[src/rtl/line_rasterizer.sv]
// Bresenham line walker: accepts one segment, then streams its on-screen pixels
// over valid/ready, stepping silently over points that fall outside the raster.
//
// state | meaning
// IDLE  | waiting for a segment; line_ready high
// SETUP | derive deltas, step directions and initial error from the captured segment
// DRAW  | one point per completion; off-screen points complete in a single cycle
// DONE  | one-cycle done pulse, then back to IDLE
module line_rasterizer #(
   parameter int COORD_W  = 13,
   parameter int SCREEN_W = 640,
   parameter int SCREEN_H = 480
) (
   input  logic               clk,
   input  logic               rst,
   input  logic               line_valid,
   output logic               line_ready,
   input  logic [COORD_W-1:0] DStartX,
   input  logic [COORD_W-1:0] DEndX,
   input  logic [COORD_W-1:0] DStartY,
   input  logic [COORD_W-1:0] DEndY,
   input  logic [3:0]         DIntensity,
   output logic               pix_valid,
   input  logic               pix_ready,
   output logic [COORD_W-1:0] pix_x,
   output logic [COORD_W-1:0] pix_y,
   output logic [3:0]         pix_intensity,
   output logic               busy,
   output logic               done
);
   localparam int DW = COORD_W + 2;
   localparam int EW = COORD_W + 3;
   localparam logic [COORD_W-1:0] X_LIM = COORD_W'(SCREEN_W);
   localparam logic [COORD_W-1:0] Y_LIM = COORD_W'(SCREEN_H);

   typedef enum logic [1:0] {S_IDLE, S_SETUP, S_DRAW, S_DONE} state_t;

   state_t             state_q, state_d;
   logic [COORD_W-1:0] x1_q, x1_d, y1_q, y1_d;
   logic [COORD_W-1:0] cur_x_q, cur_x_d, cur_y_q, cur_y_d;
   logic [DW-1:0]      dx_q, dx_d, dy_q, dy_d, err_q, err_d;
   logic               sx_neg_q, sx_neg_d, sy_neg_q, sy_neg_d;
   logic               pix_valid_q, pix_valid_d;
   logic [COORD_W-1:0] pix_x_q, pix_x_d, pix_y_q, pix_y_d;
   logic [3:0]         pix_int_q, pix_int_d;
   logic               busy_q, busy_d, done_q, done_d, line_ready_q, line_ready_d;

   logic signed [DW-1:0] diff_x, diff_y, abs_x, abs_y;
   logic signed [EW-1:0] e2;
   logic                 step_x, step_y, at_end, point_done;
   logic [COORD_W-1:0]   inc_x, inc_y, nx, ny;
   logic [DW-1:0]        err_step;

   // Sign bit first: a negative coordinate never passes the unsigned limit compare.
   function automatic logic on_screen(input logic [COORD_W-1:0] x, input logic [COORD_W-1:0] y);
      return !x[COORD_W-1] && !y[COORD_W-1] && (x < X_LIM) && (y < Y_LIM);
   endfunction

   always_comb begin
      diff_x = $signed({{2{x1_q[COORD_W-1]}}, x1_q}) - $signed({{2{cur_x_q[COORD_W-1]}}, cur_x_q});
      diff_y = $signed({{2{y1_q[COORD_W-1]}}, y1_q}) - $signed({{2{cur_y_q[COORD_W-1]}}, cur_y_q});
      abs_x  = diff_x[DW-1] ? -diff_x : diff_x;
      abs_y  = diff_y[DW-1] ? -diff_y : diff_y;

      e2       = $signed({err_q, 1'b0});
      step_x   = e2 >= $signed({dy_q[DW-1], dy_q});
      step_y   = e2 <= $signed({dx_q[DW-1], dx_q});
      err_step = err_q + (step_x ? dy_q : '0) + (step_y ? dx_q : '0);
      inc_x    = sx_neg_q ? {COORD_W{1'b1}} : COORD_W'(1);
      inc_y    = sy_neg_q ? {COORD_W{1'b1}} : COORD_W'(1);
      nx       = step_x ? cur_x_q + inc_x : cur_x_q;
      ny       = step_y ? cur_y_q + inc_y : cur_y_q;
      at_end     = (cur_x_q == x1_q) && (cur_y_q == y1_q);
      point_done = !pix_valid_q || pix_ready;

      state_d     = state_q;
      x1_d        = x1_q;
      y1_d        = y1_q;
      cur_x_d     = cur_x_q;
      cur_y_d     = cur_y_q;
      dx_d        = dx_q;
      dy_d        = dy_q;
      err_d       = err_q;
      sx_neg_d    = sx_neg_q;
      sy_neg_d    = sy_neg_q;
      pix_valid_d = pix_valid_q;
      pix_x_d     = pix_x_q;
      pix_y_d     = pix_y_q;
      pix_int_d   = pix_int_q;
      done_d      = 1'b0;

      case (state_q)
         S_IDLE: begin
            if (line_valid && line_ready_q) begin
               cur_x_d   = DStartX;
               cur_y_d   = DStartY;
               x1_d      = DEndX;
               y1_d      = DEndY;
               pix_int_d = DIntensity;
               state_d   = S_SETUP;
            end
         end
         S_SETUP: begin
            dx_d        = abs_x;
            dy_d        = -abs_y;
            err_d       = abs_x - abs_y;
            sx_neg_d    = diff_x[DW-1];
            sy_neg_d    = diff_y[DW-1];
            pix_valid_d = on_screen(cur_x_q, cur_y_q);
            if (on_screen(cur_x_q, cur_y_q)) begin
               pix_x_d = cur_x_q;
               pix_y_d = cur_y_q;
            end
            state_d = S_DRAW;
         end
         S_DRAW: begin
            if (point_done) begin
               if (at_end) begin
                  pix_valid_d = 1'b0;
                  done_d      = 1'b1;
                  state_d     = S_DONE;
               end else begin
                  cur_x_d     = nx;
                  cur_y_d     = ny;
                  err_d       = err_step;
                  pix_valid_d = on_screen(nx, ny);
                  if (on_screen(nx, ny)) begin
                     pix_x_d = nx;
                     pix_y_d = ny;
                  end
               end
            end
         end
         default: state_d = S_IDLE;
      endcase

      busy_d       = (state_d != S_IDLE);
      line_ready_d = (state_d == S_IDLE);
   end

   always_ff @(posedge clk or negedge rst) begin
      if (!rst) begin
         state_q      <= S_IDLE;
         x1_q         <= '0;
         y1_q         <= '0;
         cur_x_q      <= '0;
         cur_y_q      <= '0;
         dx_q         <= '0;
         dy_q         <= '0;
         err_q        <= '0;
         sx_neg_q     <= 1'b0;
         sy_neg_q     <= 1'b0;
         pix_valid_q  <= 1'b0;
         pix_x_q      <= '0;
         pix_y_q      <= '0;
         pix_int_q    <= '0;
         busy_q       <= 1'b0;
         done_q       <= 1'b0;
         line_ready_q <= 1'b0;
      end else begin
         state_q      <= state_d;
         x1_q         <= x1_d;
         y1_q         <= y1_d;
         cur_x_q      <= cur_x_d;
         cur_y_q      <= cur_y_d;
         dx_q         <= dx_d;
         dy_q         <= dy_d;
         err_q        <= err_d;
         sx_neg_q     <= sx_neg_d;
         sy_neg_q     <= sy_neg_d;
         pix_valid_q  <= pix_valid_d;
         pix_x_q      <= pix_x_d;
         pix_y_q      <= pix_y_d;
         pix_int_q    <= pix_int_d;
         busy_q       <= busy_d;
         done_q       <= done_d;
         line_ready_q <= line_ready_d;
      end
   end

   assign line_ready    = line_ready_q;
   assign pix_valid     = pix_valid_q;
   assign pix_x         = pix_x_q;
   assign pix_y         = pix_y_q;
   assign pix_intensity = pix_int_q;
   assign busy          = busy_q;
   assign done          = done_q;
endmodule

[config.mk]
export PLATFORM = sky130hd
export DESIGN_NAME = line_rasterizer
export DESIGN_NICKNAME = d
export VERILOG_FILES = /design/src/rtl/line_rasterizer.sv
export SDC_FILE = /design/constraint.sdc
export NUM_CORES = 1
export LEC_CHECK = 0
export CORE_MARGIN = 1
export CORE_UTILIZATION = 45
export DETAILED_ROUTE_END_ITERATION = 8
export PLACE_DENSITY = 0.67
export SYNTH_ARGS = -nofsm -noshare
export SYNTH_HDL_FRONTEND = slang
export SYNTH_SLANG_ARGS = --single-unit
[constraint.sdc]
create_clock -name clk -period 6.61 [get_ports clk]
set_input_delay 0.661 -clock clk [delete_from_list [all_inputs] [get_ports clk]]
set_output_delay 0.661 -clock clk [all_outputs]
set_load 0.01 [all_outputs]
=== After elaboration in Yosys (flattened, before gate mapping) ===
Cells that the tools add are included.

* Register bits after elaboration: 135
* Latch bits: 0
* Memory bits (writable): 0
* ROM bits: 0
* Bits of input ports: 60
* Logic and storage cells: 105
* Memories: 0

* $add $sub $neg: 10
* $mul: 0
* Div/mod/pow operators: 0
* Magnitude comparators: 6
* Eq/ne operators: 9
* Shift-type cells: 0
* Mux-type cells: 39
* Bitwise logic cells: 0
* Reduce and logical (&&, ||, !) cells: 24

{| class="wikitable"
|+ Operators with widths
! operator !! number
|-
| $mux W13 || 18
|-
| $pmux W13 S2 || 4
|-
| $mux W15 || 6
|-
| $add A15 B15 Y15 || 2
|-
| $neg A14 Y15 || 2
|-
| $pmux W15 S2 || 1
|-
| $sub A13 B13 Y14 || 2
|-
| $add A13 B13 Y13 || 2
|-
| $eq A13 B13 Y1 || 2
|-
| $lt A13 B10 Y1 const B || 2
|-
| $lt A13 B9 Y1 const B || 2
|-
| $ge A16 B15 Y1 || 1
|-
| $le A16 B15 Y1 || 1
|-
| $neg A15 Y15 || 1
|-
| $sub A15 B15 Y15 || 1
|-
| $ne A2 B2 Y1 const B || 5
|-
| $logic_and A1 B1 Y1 || 8
|-
| $mux W2 || 3
|-
| $pmux W2 S3 || 1
|-
| $reduce_bool A2 Y1 || 3
|-
| $logic_not A1 Y1 || 5
|-
| $mux W1 || 5
|-
| $reduce_and A5 Y1 || 1
|-
| $logic_not A2 Y1 || 2
|-
| 7 further kinds || 8
|}

=== Longest topological paths before layout ===
* Depth in word-level cells: 11
* Mapped depth: 24
* Depth with buffers taken out: 22

=== Least setup slack after synthesis ===
No wires, ideal clock.

* Path type: register to register
* Start: register err_q[4]
* End: register err_q[14]
* Setup time: 126 ps
* Arrival time: 4700 ps
* Slack: 1784 ps
* Cell stages (with the launch flop): 21
* Period minus slack after synthesis: 4826 ps
* Cells stage by stage: dfrtp_1 ha_1 or3_1 a221oi_1 o21ai_1 a211oi_1 a21o_1 clkbuf_1 buf_1 nor2_1 fa_1 ha_1 nor3_1 nor2_1 a311oi_1 o21bai_1 a21o_1 a21o_1 a21oi_1 xnor2_1 a221o_1

* Cells in the longest elaborated chain, start to end: 7

{| class="wikitable"
|+ RTL lines
! element !! RTL line !! source
|-
| start, declared || 41 || <nowiki>logic [DW-1:0] dx_q, dx_d, dy_q, dy_d, err_q, err_d;</nowiki>
|-
| start signal, assigned || 168 || <nowiki>err_q <= err_d;</nowiki>
|-
| $ge A16 B15 Y1 || 66 || <nowiki>step_x = e2 >= $signed({dy_q[DW-1], dy_q});</nowiki>
|-
| $mux W15 || 68 || <nowiki>err_step = err_q + (step_x ? dy_q : '0) + (step_y ? dx_q : '0);</nowiki>
|-
| $add A15 B15 Y15 || 68 ||
|-
| $add A15 B15 Y15 (*) || 68 ||
|-
| $mux W15 (*) || 118 || <nowiki>if (at_end) begin</nowiki>
|-
| $mux W15 (*) || 117 || <nowiki>if (point_done) begin</nowiki>
|-
| $pmux W15 S2 (*) || 92 || <nowiki>case (state_q)</nowiki>
|}

Every way passes the cells marked *; elsewhere a longest branch is shown, timed or not. The select of a mux whose other input is x is not followed.
A chain may end at the register's enable or synchronous reset.

=== Final worst setup path ===
* Start: register err_q[1]
* End: register err_q[13]

The elaborated chain is that of the path after synthesis.

==> results by group <==
Setup path
  • Slowest cell delay on critical path: 460 ps
  • Critical Path Fanout Max: 4
  • Crit start category: flip-flop
  • Worst path required time: 6980 ps
  • Worst Setup Path Type: reg2reg
  • Slowest-stage cell, CP: o41ai_1
  • CP Data Arrival Time: 5750 ps
  • Critical path cell sequence: ha_1, and4b_1, a211oi_1, o22ai_1, o21ai_0, a31oi_2, nor2_1, fa_1, ha_1, fa_1, a21o_1, a21oi_1, o21bai_1, a21o_1, a21oi_1, o221ai_1, o41ai_1, xnor2_1, nand3_1, nand3_1
  • Crit path buffers/inverters: 0
  • CP delay by family, top: compound AO/OA/AOI/OAI gates
  • CP Capture Type: flip-flop

Clocking
  • Post-CTS Resized: 0
  • Clock sink count: 135
  • Clk_lat worst skew: 440 ps
  • Inserted Clock Buffers: 17
  • CTS tree: yes
  • Post-CTS Hold Buffers: 0
  • CTS Buffer Depth: 2
  • Root Buffer: clkbuf_16
  • Clk slew on worst S/H paths: 70 ps
  • Htree depth: 4
  • Post-CTS setup buffers: 0

Run
  • Max_cap viols: 0

Synth
  • Ys async rst share: 1.00
  • Post-synth EDFFs: 0
  • XOR/XNOR share of the synthesized area: 0.0633
  • Yosys reg bits: 135
  • Ys flop type: dfrtp_1
  • Syn Area/Cell: 8.64 µm²
  • Synth Area in Adders: 0.156
  • Post-Syn Area: 11,600 µm²
  • Yosys warning total: 0
  • Top cells by area, synth: dfrtp_1 29%, ha_1 12%, a21oi_1 4.7%, o21ai_0 4.0%, xnor2_1 3.9%
  • Syn Nets: 1,529
  • Seq/Total Area, Yosys: 0.292
  • Post-synthesis simple-gate area fraction: 0.168
  • Mux cell area share after synthesis: 0.0514
  • Synth top area share: 0.292
  • Area leader, netlist: dfrtp_1
  • Compound-Gate Fraction of Synth Area: 0.222
  • Synth cell types: 85
  • Synthesized instance count: 1,338
  • Largest family of logic cells by synthesized area: compound AO/OA/AOI/OAI gates

Placed design
  • Hpwl dp: 25,600 µm
  • RD Place Congestion: 0.888
  • I/O Buffers: 93

Power and ir drop
  • LEAKAGE: 6.10 nW
  • Max IR drop VDD: 0.163 mV
  • PwrDens: 138 nW/µm²

Timing
  • Skew final: 14.7 ps
  • Final TNS setup: 0 ps
  • Hold WS: 313 ps
  • Slew HR: 0.375
  • Fmax: 0.186 GHz
  • Unrepaired setup endpoints after global routing: false
  • Final number of max-transition violations: 0
  • Worst Max-Slew Pin Slew: 938 ps
  • Hold Vio Cnt, Final: 0
  • Endpoints failing setup: 0
  • Final period util: 0.813
  • Fin crit period: 5380 ps

Global route
  • Tot GR Track Use: 0.265
  • Vias in the first global route: 10,038
  • Global route total overflow: 0
  • Initial antenna violation count: 0
  • First-pass GRT wire length: 54,200 µm
  • Largest net degree at the start of global routing: 92

Run status
  • Status: finished clean

Detailed routing
  • Drc violations: 0
  • Routed Antenna Nets: 0
  • Vias/cell: 5.88
  • Total number of vias: 10,349
  • Drt wl/cell: 19.1 µm
  • Drt initial violations: 783
  • Pre-antenna DRT Iters: 5
  • Final wirelength: 33,700 µm

Layout
  • Layout cells sized above 1: 0.0832
  • Multi-input combinational cell area: 7650 µm²
  • Ant. Diodes: 0
  • Final #Nets: 1,609
  • Register area: 3380 µm²
  • Fillcell total: 2,280
  • Area Overhead vs Synth: 16.3%

Die
  • Core area: 25,200 µm²
  • I/O pins: 94
  • Rows: 58
  • Die width: 162 µm
  • Die Y: 162 µm
  • Initial Util: 0.459
  • Die area: 26,300 µm²

Worst hold path
  • Worst hold path class: in2async
-- synthesized netlist by cell type (12+ instances only) --
cell type / n
nor2_1: 103
o22ai_1: 20
inv_1: 101
mux2i_1: 14
fa_1: 20
nand2b_1: 17
nand3_1: 31
a211oi_1: 12
a21o_1: 34
dfrtp_1: 135
mux2_2: 39
clkbuf_1: 34
o211ai_1: 20
o21ai_0: 92
and2_1: 14
ha_1: 111
nor3_1: 33
nor2b_1: 18
nand2_1: 101
xnor2_1: 51
nand4_1: 16
xor2_1: 27
a21oi_1: 109
-- cells by family after synthesis --
family / count (synthesis)
XOR/XNOR: 81
adder cells (fa/ha/maj): 132
buffers and inverters: 146
multiplexers: 54
flip-flops: 135
AO/OA/AOI/OAI: 395
AND/OR/NAND/NOR: 395
-- sequential cells by signal, summed over array words and instances (netlist names) --
name,flops
dy_q,15
done,1
state_q,2
err_q,15
sy_neg_q,1
dx_q,15
line_ready,1
pix_x,13
pix_y,13
x1_q,13
busy,1
y1_q,13
cur_x_q,13
pix_intensity,4
cur_y_q,13
pix_valid,1
sx_neg_q,1
-- routing by layer --
metal  wire [µm]  global-route usage  vias up
met5           0                   0        -
met3        1680              0.0388       62
met4        1040              0.0956        0
li1            -                   -     4981
met1       15400               0.360     4950
met2       15600               0.428      356
-- layout make-up --
class,instances,area share
Multi-Input combinational cell,1057,0.569
Sequential cell,135,0.251
Timing Repair Buffer,106,0.0766
Clock buffer,18,0.0327
Tap cell,330,0.0307
Inverter,101,0.0282
Clock inverter,14,0.0116
-- metrics by stage --
stage	setup slack (ps)	util	area (µm²)	power, mW	instances
final	1230	0.534	13400	1.86	1761
after CTS	1300	0.534	13400	1.88	1761
after global routing	975	0.534	13400	1.91	1761
after global placement	1430	0.510	12900	0.898	1729
after floorplan	1780	-	11600	0.842	1338
after detailed placement	1310	0.510	12900	0.898	1729
-- power breakdown --
group / internal [mW] / switching (mW)
logic: 0.0311 / 0.0241
registers: 0.826 / 0
clock network: 0.545 / 0.433
-- final timing paths --
check	from	end	slack, ps	depth (start not counted)
worst max register to register	err_q[1]	err_q[13]	1230	20
worst min register to register	pix_y[9]	pix_y[9]	490	1
worst max-delay path	err_q[1]	err_q[13]	1230	20
worst min-delay path	rst	dy_q[2]	310	1
min in group clk	pix_y[9]	pix_y[9]	490	1
max in group asynchronous	rst	dy_q[6]	5030	2
-- cell usage in the layout (no fill, tap or decap), types with 18 or more instances in the layout --
master,instances
a21oi_1,107
xnor2_1,51
dfrtp_1,135
o22ai_1,20
clkdlybuf4s50_1,92
nand3_1,31
inv_1,101
ha_1,109
xor2_1,27
a21o_1,34
nor2b_1,18
nand2_1,101
o21ai_0,92
nor2_1,103
nor3_1,33
fa_1,20
o211ai_1,20
mux2_2,39
Power figures use the tool's default switching activity.
